--- config.mk ---
export PLATFORM = sky130hd
export DESIGN_NAME = ibex_data_axi4l_bridge_flat
export DESIGN_NICKNAME = d
export VERILOG_FILES = /design/src/rtl/ibex_data_axi4l_bridge_if.sv /design/src/rtl/ibex_data_axi4l_bridge.sv /design/src/flat_wrapper.sv
export SDC_FILE = /design/constraint.sdc
export NUM_CORES = 1
export LEC_CHECK = 0
export CAP_MARGIN = 30
export CORE_ASPECT_RATIO = 0.8
export CORE_UTILIZATION = 40
export DETAILED_ROUTE_END_ITERATION = 8
export GPL_TIMING_DRIVEN = 0
export PLACE_DENSITY = 0.91
export SLEW_MARGIN = 20
export SYNTH_ARGS = -nofsm -noshare
export SYNTH_HDL_FRONTEND = slang
export SYNTH_SLANG_ARGS = --single-unit
--- constraint.sdc ---
create_clock -name aclk -period 13.75 [get_ports aclk]
set_input_delay 2.0625 -clock aclk [delete_from_list [all_inputs] [get_ports aclk]]
set_output_delay 2.0625 -clock aclk [all_outputs]
set_load 0.02 [all_outputs]
--- src/rtl/ibex_data_axi4l_bridge_if.sv ---
// Shared AXI4-Lite types and the AXI4-Lite channel bundle used by the Ibex data-port bridge.
// The master modport also drives the bundle's aclk/aresetn.
package axi4l_pkg;
  typedef logic [31:0] addr_t;
  typedef logic [31:0] data_t;
  typedef logic [3:0]  strb_t;
  typedef logic [1:0]  resp_t;

  localparam resp_t RESP_OKAY   = 2'b00;
  localparam resp_t RESP_SLVERR = 2'b10;
endpackage

interface axi4l_if;
  import axi4l_pkg::*;

  logic  aclk;
  logic  aresetn;

  addr_t awaddr;
  logic  awvalid;
  logic  awready;

  data_t wdata;
  strb_t wstrb;
  logic  wvalid;
  logic  wready;

  resp_t bresp;
  logic  bvalid;
  logic  bready;

  addr_t araddr;
  logic  arvalid;
  logic  arready;

  data_t rdata;
  resp_t rresp;
  logic  rvalid;
  logic  rready;

  modport master (
    output aclk, aresetn,
    output awaddr, awvalid, input awready,
    output wdata, wstrb, wvalid, input wready,
    input  bresp, bvalid, output bready,
    output araddr, arvalid, input arready,
    input  rdata, rresp, rvalid, output rready
  );

  modport slave (
    input  aclk, aresetn,
    input  awaddr, awvalid, output awready,
    input  wdata, wstrb, wvalid, output wready,
    output bresp, bvalid, input bready,
    input  araddr, arvalid, output arready,
    output rdata, rresp, rvalid, input rready
  );
endinterface

--- src/rtl/ibex_data_axi4l_bridge.sv ---
// Converts the Ibex LSU req/gnt/rvalid data port into single-outstanding AXI4-Lite transfers.
// Transfer direction is carried by the FSM state, so no separate we flop is kept.
module ibex_data_axi4l_bridge
  import axi4l_pkg::*;
(
  input  logic    aclk,
  input  logic    aresetn,
  input  logic    data_req,
  output logic    data_gnt,
  input  logic    data_we,
  input  strb_t   data_be,
  input  addr_t   data_addr,
  input  data_t   data_wdata,
  output logic    data_rvalid,
  output data_t   data_rdata,
  output logic    data_err,
  axi4l_if.master axi
);

  typedef enum logic [2:0] {
    IDLE,
    WR_ADDR_DATA,
    WR_RESP,
    RD_ADDR,
    RD_DATA,
    RESP
  } state_e;

  state_e state_q, state_d;
  logic   awvalid_q, awvalid_d;
  logic   wvalid_q, wvalid_d;
  logic   arvalid_q, arvalid_d;
  logic   err_q, err_d;
  data_t  rdata_q, rdata_d;
  addr_t  addr_q, addr_d;
  data_t  wdata_q, wdata_d;
  strb_t  be_q, be_d;

  assign axi.aclk    = aclk;
  assign axi.aresetn = aresetn;

  assign data_gnt = data_req && (state_q == IDLE);

  always_comb begin
    state_d   = state_q;
    awvalid_d = awvalid_q;
    wvalid_d  = wvalid_q;
    arvalid_d = arvalid_q;
    err_d     = err_q;
    rdata_d   = rdata_q;
    addr_d    = addr_q;
    wdata_d   = wdata_q;
    be_d      = be_q;

    unique case (state_q)
      IDLE: begin
        if (data_gnt) begin
          addr_d    = data_addr;
          wdata_d   = data_wdata;
          be_d      = data_be;
          awvalid_d = data_we;
          wvalid_d  = data_we;
          arvalid_d = !data_we;
          state_d   = data_we ? WR_ADDR_DATA : RD_ADDR;
        end
      end
      WR_ADDR_DATA: begin
        // AW and W retire independently; leave once neither is still pending.
        if (axi.awready) awvalid_d = 1'b0;
        if (axi.wready)  wvalid_d  = 1'b0;
        if (!awvalid_d && !wvalid_d) state_d = WR_RESP;
      end
      WR_RESP: begin
        if (axi.bvalid) begin
          err_d   = (axi.bresp != RESP_OKAY);
          state_d = RESP;
        end
      end
      RD_ADDR: begin
        if (axi.arready) begin
          arvalid_d = 1'b0;
          state_d   = RD_DATA;
        end
      end
      RD_DATA: begin
        if (axi.rvalid) begin
          rdata_d = axi.rdata;
          err_d   = (axi.rresp != RESP_OKAY);
          state_d = RESP;
        end
      end
      RESP: begin
        err_d   = 1'b0;
        state_d = IDLE;
      end
      default: state_d = IDLE;
    endcase
  end

  always_ff @(posedge aclk or negedge aresetn) begin
    if (!aresetn) begin
      state_q   <= IDLE;
      awvalid_q <= 1'b0;
      wvalid_q  <= 1'b0;
      arvalid_q <= 1'b0;
      err_q     <= 1'b0;
      rdata_q   <= '0;
    end else begin
      state_q   <= state_d;
      awvalid_q <= awvalid_d;
      wvalid_q  <= wvalid_d;
      arvalid_q <= arvalid_d;
      err_q     <= err_d;
      rdata_q   <= rdata_d;
    end
  end

  // Request payload is only meaningful after a grant, so it carries no reset.
  always_ff @(posedge aclk) begin
    addr_q  <= addr_d;
    wdata_q <= wdata_d;
    be_q    <= be_d;
  end

  assign axi.awaddr  = addr_q;
  assign axi.awvalid = awvalid_q;
  assign axi.wdata   = wdata_q;
  assign axi.wstrb   = be_q;
  assign axi.wvalid  = wvalid_q;
  assign axi.bready  = (state_q == WR_RESP);
  assign axi.araddr  = addr_q;
  assign axi.arvalid = arvalid_q;
  assign axi.rready  = (state_q == RD_DATA);

  assign data_rvalid = (state_q == RESP);
  assign data_rdata  = rdata_q;
  assign data_err    = err_q;

endmodule

--- src/flat_wrapper.sv ---
// flat-port wrapper written by rule: the top's interface ports become plain ports
module ibex_data_axi4l_bridge_flat import axi4l_pkg::*;
  (aclk, aresetn, data_req, data_gnt, data_we, data_be, data_addr, data_wdata, data_rvalid, data_rdata, data_err, axi_aclk, axi_aresetn, axi_awaddr, axi_awvalid, axi_awready, axi_wdata, axi_wstrb, axi_wvalid, axi_wready, axi_bresp, axi_bvalid, axi_bready, axi_araddr, axi_arvalid, axi_arready, axi_rdata, axi_rresp, axi_rvalid, axi_rready);
  axi4l_if axi_i ();
  input  logic aclk;
  input  logic aresetn;
  input  logic data_req;
  output logic data_gnt;
  input  logic data_we;
  input  strb_t data_be;
  input  addr_t data_addr;
  input  data_t data_wdata;
  output logic data_rvalid;
  output data_t data_rdata;
  output logic data_err;
  output wire logic [$bits(axi_i.aclk)-1:0] axi_aclk;
  output wire logic [$bits(axi_i.aresetn)-1:0] axi_aresetn;
  output wire logic [$bits(axi_i.awaddr)-1:0] axi_awaddr;
  output wire logic [$bits(axi_i.awvalid)-1:0] axi_awvalid;
  input wire logic [$bits(axi_i.awready)-1:0] axi_awready;
  output wire logic [$bits(axi_i.wdata)-1:0] axi_wdata;
  output wire logic [$bits(axi_i.wstrb)-1:0] axi_wstrb;
  output wire logic [$bits(axi_i.wvalid)-1:0] axi_wvalid;
  input wire logic [$bits(axi_i.wready)-1:0] axi_wready;
  input wire logic [$bits(axi_i.bresp)-1:0] axi_bresp;
  input wire logic [$bits(axi_i.bvalid)-1:0] axi_bvalid;
  output wire logic [$bits(axi_i.bready)-1:0] axi_bready;
  output wire logic [$bits(axi_i.araddr)-1:0] axi_araddr;
  output wire logic [$bits(axi_i.arvalid)-1:0] axi_arvalid;
  input wire logic [$bits(axi_i.arready)-1:0] axi_arready;
  input wire logic [$bits(axi_i.rdata)-1:0] axi_rdata;
  input wire logic [$bits(axi_i.rresp)-1:0] axi_rresp;
  input wire logic [$bits(axi_i.rvalid)-1:0] axi_rvalid;
  output wire logic [$bits(axi_i.rready)-1:0] axi_rready;
  assign axi_aclk = axi_i.aclk;
  assign axi_aresetn = axi_i.aresetn;
  assign axi_awaddr = axi_i.awaddr;
  assign axi_awvalid = axi_i.awvalid;
  assign axi_i.awready = axi_awready;
  assign axi_wdata = axi_i.wdata;
  assign axi_wstrb = axi_i.wstrb;
  assign axi_wvalid = axi_i.wvalid;
  assign axi_i.wready = axi_wready;
  assign axi_i.bresp = axi_bresp;
  assign axi_i.bvalid = axi_bvalid;
  assign axi_bready = axi_i.bready;
  assign axi_araddr = axi_i.araddr;
  assign axi_arvalid = axi_i.arvalid;
  assign axi_i.arready = axi_arready;
  assign axi_i.rdata = axi_rdata;
  assign axi_i.rresp = axi_rresp;
  assign axi_i.rvalid = axi_rvalid;
  assign axi_rready = axi_i.rready;
  ibex_data_axi4l_bridge u_core (.aclk(aclk), .aresetn(aresetn), .data_req(data_req), .data_gnt(data_gnt), .data_we(data_we), .data_be(data_be), .data_addr(data_addr), .data_wdata(data_wdata), .data_rvalid(data_rvalid), .data_rdata(data_rdata), .data_err(data_err), .axi(axi_i));
endmodule
==> flow_metrics.tcl <==
set metrics [dict create \
    place_hpwl_um 9313 \
    start_util 0.4199 \
    post-cts-setup-buffer-count 0 \
    ir_worst_vdd_uv 117.2 \
    cp_common_cell "clkbuf_16" \
    yosysWarnings 0 \
    netlist.area_leader.share 0.4957 \
    grt_pass1_wl_um 18670 \
    yosysUniqueCellTypes 29 \
    whs_ps 511.9 \
    routed_via_density 4.678 \
    layout-drive-gt1-share 0.2008 \
    num_vias 2989 \
    syn_inst 227 \
    ys_seq_area_frac 0.7327 \
    clkPwrFrac 0.215 \
    antenna_found_initial 0 \
    critPathArrivalTime_ps 7770 \
    drtIter0Drc 163 \
    top_level_ports 255 \
    dp.cells 620 \
    die_area_um2 10710 \
    synthesis.nets 340 \
    async_flop_share 0.3645 \
    path_cells "clkbuf_16 > clkbuf_16 > buf_4 > clkdlybuf4s50_1" \
    postRouteAntennaNets 0 \
    skew_ps 5.596 \
    hold_buffers 0 \
    diodes 0 \
    maxSlewViolCount 0 \
    cp.required_ps 11690 \
    status "completed" \
    first_pass_iters 4 \
    cts.repair.resized 0 \
    fin_util 0.7415 \
    power_frac_seq 0.357 \
    p_sw_mw 0.4714 \
    grt_pass1_vias 3071 \
    finalSetupViolations 0 \
    synth.ff_latch_count 107 \
    syn_to_final_growth_pct 76.58 \
    critPathLaunchType "clock port" \
    route.detailed.drc 0 \
    synth_top_cells_by_area "edfxtp_1 50%, dfrtp_1 24%, mux2_4 11%" \
    slowest_delay_ps 530 \
    crit_type "clk2out" \
    final.fill_count 594 \
    drv_cap 0 \
    rsz0062_at_grt "false" \
    syn-cell-area_um2 4119 \
    place_congestion 0.8341 \
    maxSlewHeadroom 0.4650 \
    cp.buffers_inverters 4 \
    synth_edf_count 68 \
    netlist_top_cells_count "68 x edfxtp_1, 39 x dfrtp_1, 34 x buf_4, 30 x mux2_4" \
    cp_top_family "buffers and inverters" \
    nets 611 \
    grt_usage 0.2448 \
    p_leak_nw 2.820 \
    synth_ff_type "edfxtp_1" \
    switching_share 0.3304 \
    hold_viol_final 0 \
    clk_latency_ps 450 \
    die_w_um 115.5 \
    pwr-share-comb 0.428 \
    power_density_nw_per_um2 196.1 \
    cp_slowest_cell "clkdlybuf4s50_1" \
    routedWlPerCell_um 19.99 \
    internal_power_mw 0.9551 \
    cts_tree "yes" \
    synth.most_common_cell "edfxtp_1" \
    fp.coreArea_um2 9809 \
    yosysTopAreaCell "edfxtp_1" \
    std_cell_rows 32 \
    avgSynthCellArea_um2 18.15 \
    grt-ovfl-total 0 \
    worst_slew_pin_slew_ps 800.6 \
    finalSetupTns_ps 0 \
    stdcell_count 639 \
    die_h_um 92.76 \
    finalPower_mw 1.426 \
    hold_class "reg2reg" \
    wl_um 12770 \
    endpoint_kind "primary output" \
    grt_max_degree 29 \
    cp_max_fo 2 \
    io_buffers 254 \
    path_clk_slew_ps 70 \
]
==> per-layer routing <==
| metal | share of wire | up-vias | wire length [um] | GRT usage |
|---|---|---|---|---|
| met2 | 0.55 | 167 | 7044 | 0.4396 |
| li1 | - | 1331 | - | - |
| met4 | 0.019 | 0 | 240 | 0.08117 |
| met3 | 0.079 | 21 | 1009 | 0.07984 |
| met1 | 0.35 | 1470 | 4479 | 0.2710 |
| met5 | 0 | - | 0 | 0 |
==> final timing paths <==
path                       depth (start not counted)  slack (ps)               endpoint                 start
max                                                4        3920               axi_aclk                  aclk
min                                                1         510   u_core.data_rdata[0]  u_core.data_rdata[0]
max reg2reg                                        3       11460   u_core.axi.wdata[16]     u_core.state_q[2]
min reg2reg                                        1         510   u_core.data_rdata[0]  u_core.data_rdata[0]
max in group asynchronous                          2       11740  u_core.data_rdata[17]               aresetn
min in group asynchronous                          1        1550      u_core.axi.wvalid               aresetn
==> power groups by stage <==
| stage | Combinational [mW] | Sequential, mW | Clock (mW) |
|---|---|---|---|
| after floorplan | 0.205 | 0.620 | 0.00850 |
| after global placement | 0.584 | 0.512 | 0.0138 |
| after detailed placement | 0.609 | 0.512 | 0.0138 |
| after CTS | 0.615 | 0.509 | 0.314 |
| after global routing | 0.637 | 0.520 | 0.326 |
| final | 0.611 | 0.509 | 0.307 |
==> cell type report <==
class	count	area, um2	share of cell area
sequential	107	3018	0.4149
timing repair buffer	256	2603	0.3578
multi-input combinational	75	747.0	0.1027
buffer	40	342.8	0.04714
clock buffer	14	314.1	0.04318
tap	136	170.2	0.02340
clock inverter	6	60.06	0.008257
inverter	5	18.77	0.002580
==> registers in the layout, summed over array words and instances, names as in the netlist <==
name	flops
u_core.data_rdata	32
u_core.data_err	1
u_core.axi.awvalid	1
u_core.axi.wstrb	4
u_core.axi.wvalid	1
u_core.axi.araddr	32
u_core.axi.arvalid	1
u_core.axi.wdata	32
u_core.state_q	3
==> stage by stage <==
| step | cell area, um2 | setup slack [ps] |
|---|---|---|
| after floorplan | 4119 | 4679 |
| after global placement | 6832 | 3616 |
| after detailed placement | 6909 | 4191 |
| after CTS | 7273 | 3904 |
| after global routing | 7273 | 3911 |
| final | 7273 | 3916 |
==> cell usage in the layout (no fill, tap or decap), drive strengths merged, types with 5 or more instances in the layout <==
cell type / instances
a21oi: 5
buf: 44
clkbuf: 13
clkdlybuf4s50: 253
dfrtp: 39
edfxtp: 68
inv: 7
mux2: 33
nor2: 9
o21ai: 8
==> cell families after synthesis <==
kind of cell / share of synthesized area
flip-flops: 0.7327
buffers and inverters: 0.08779
multiplexers: 0.1176
AO/OA/AOI/OAI: 0.03372
AND/OR/NAND/NOR: 0.02825
Note: power is estimated with default switching activity, not from simulation.
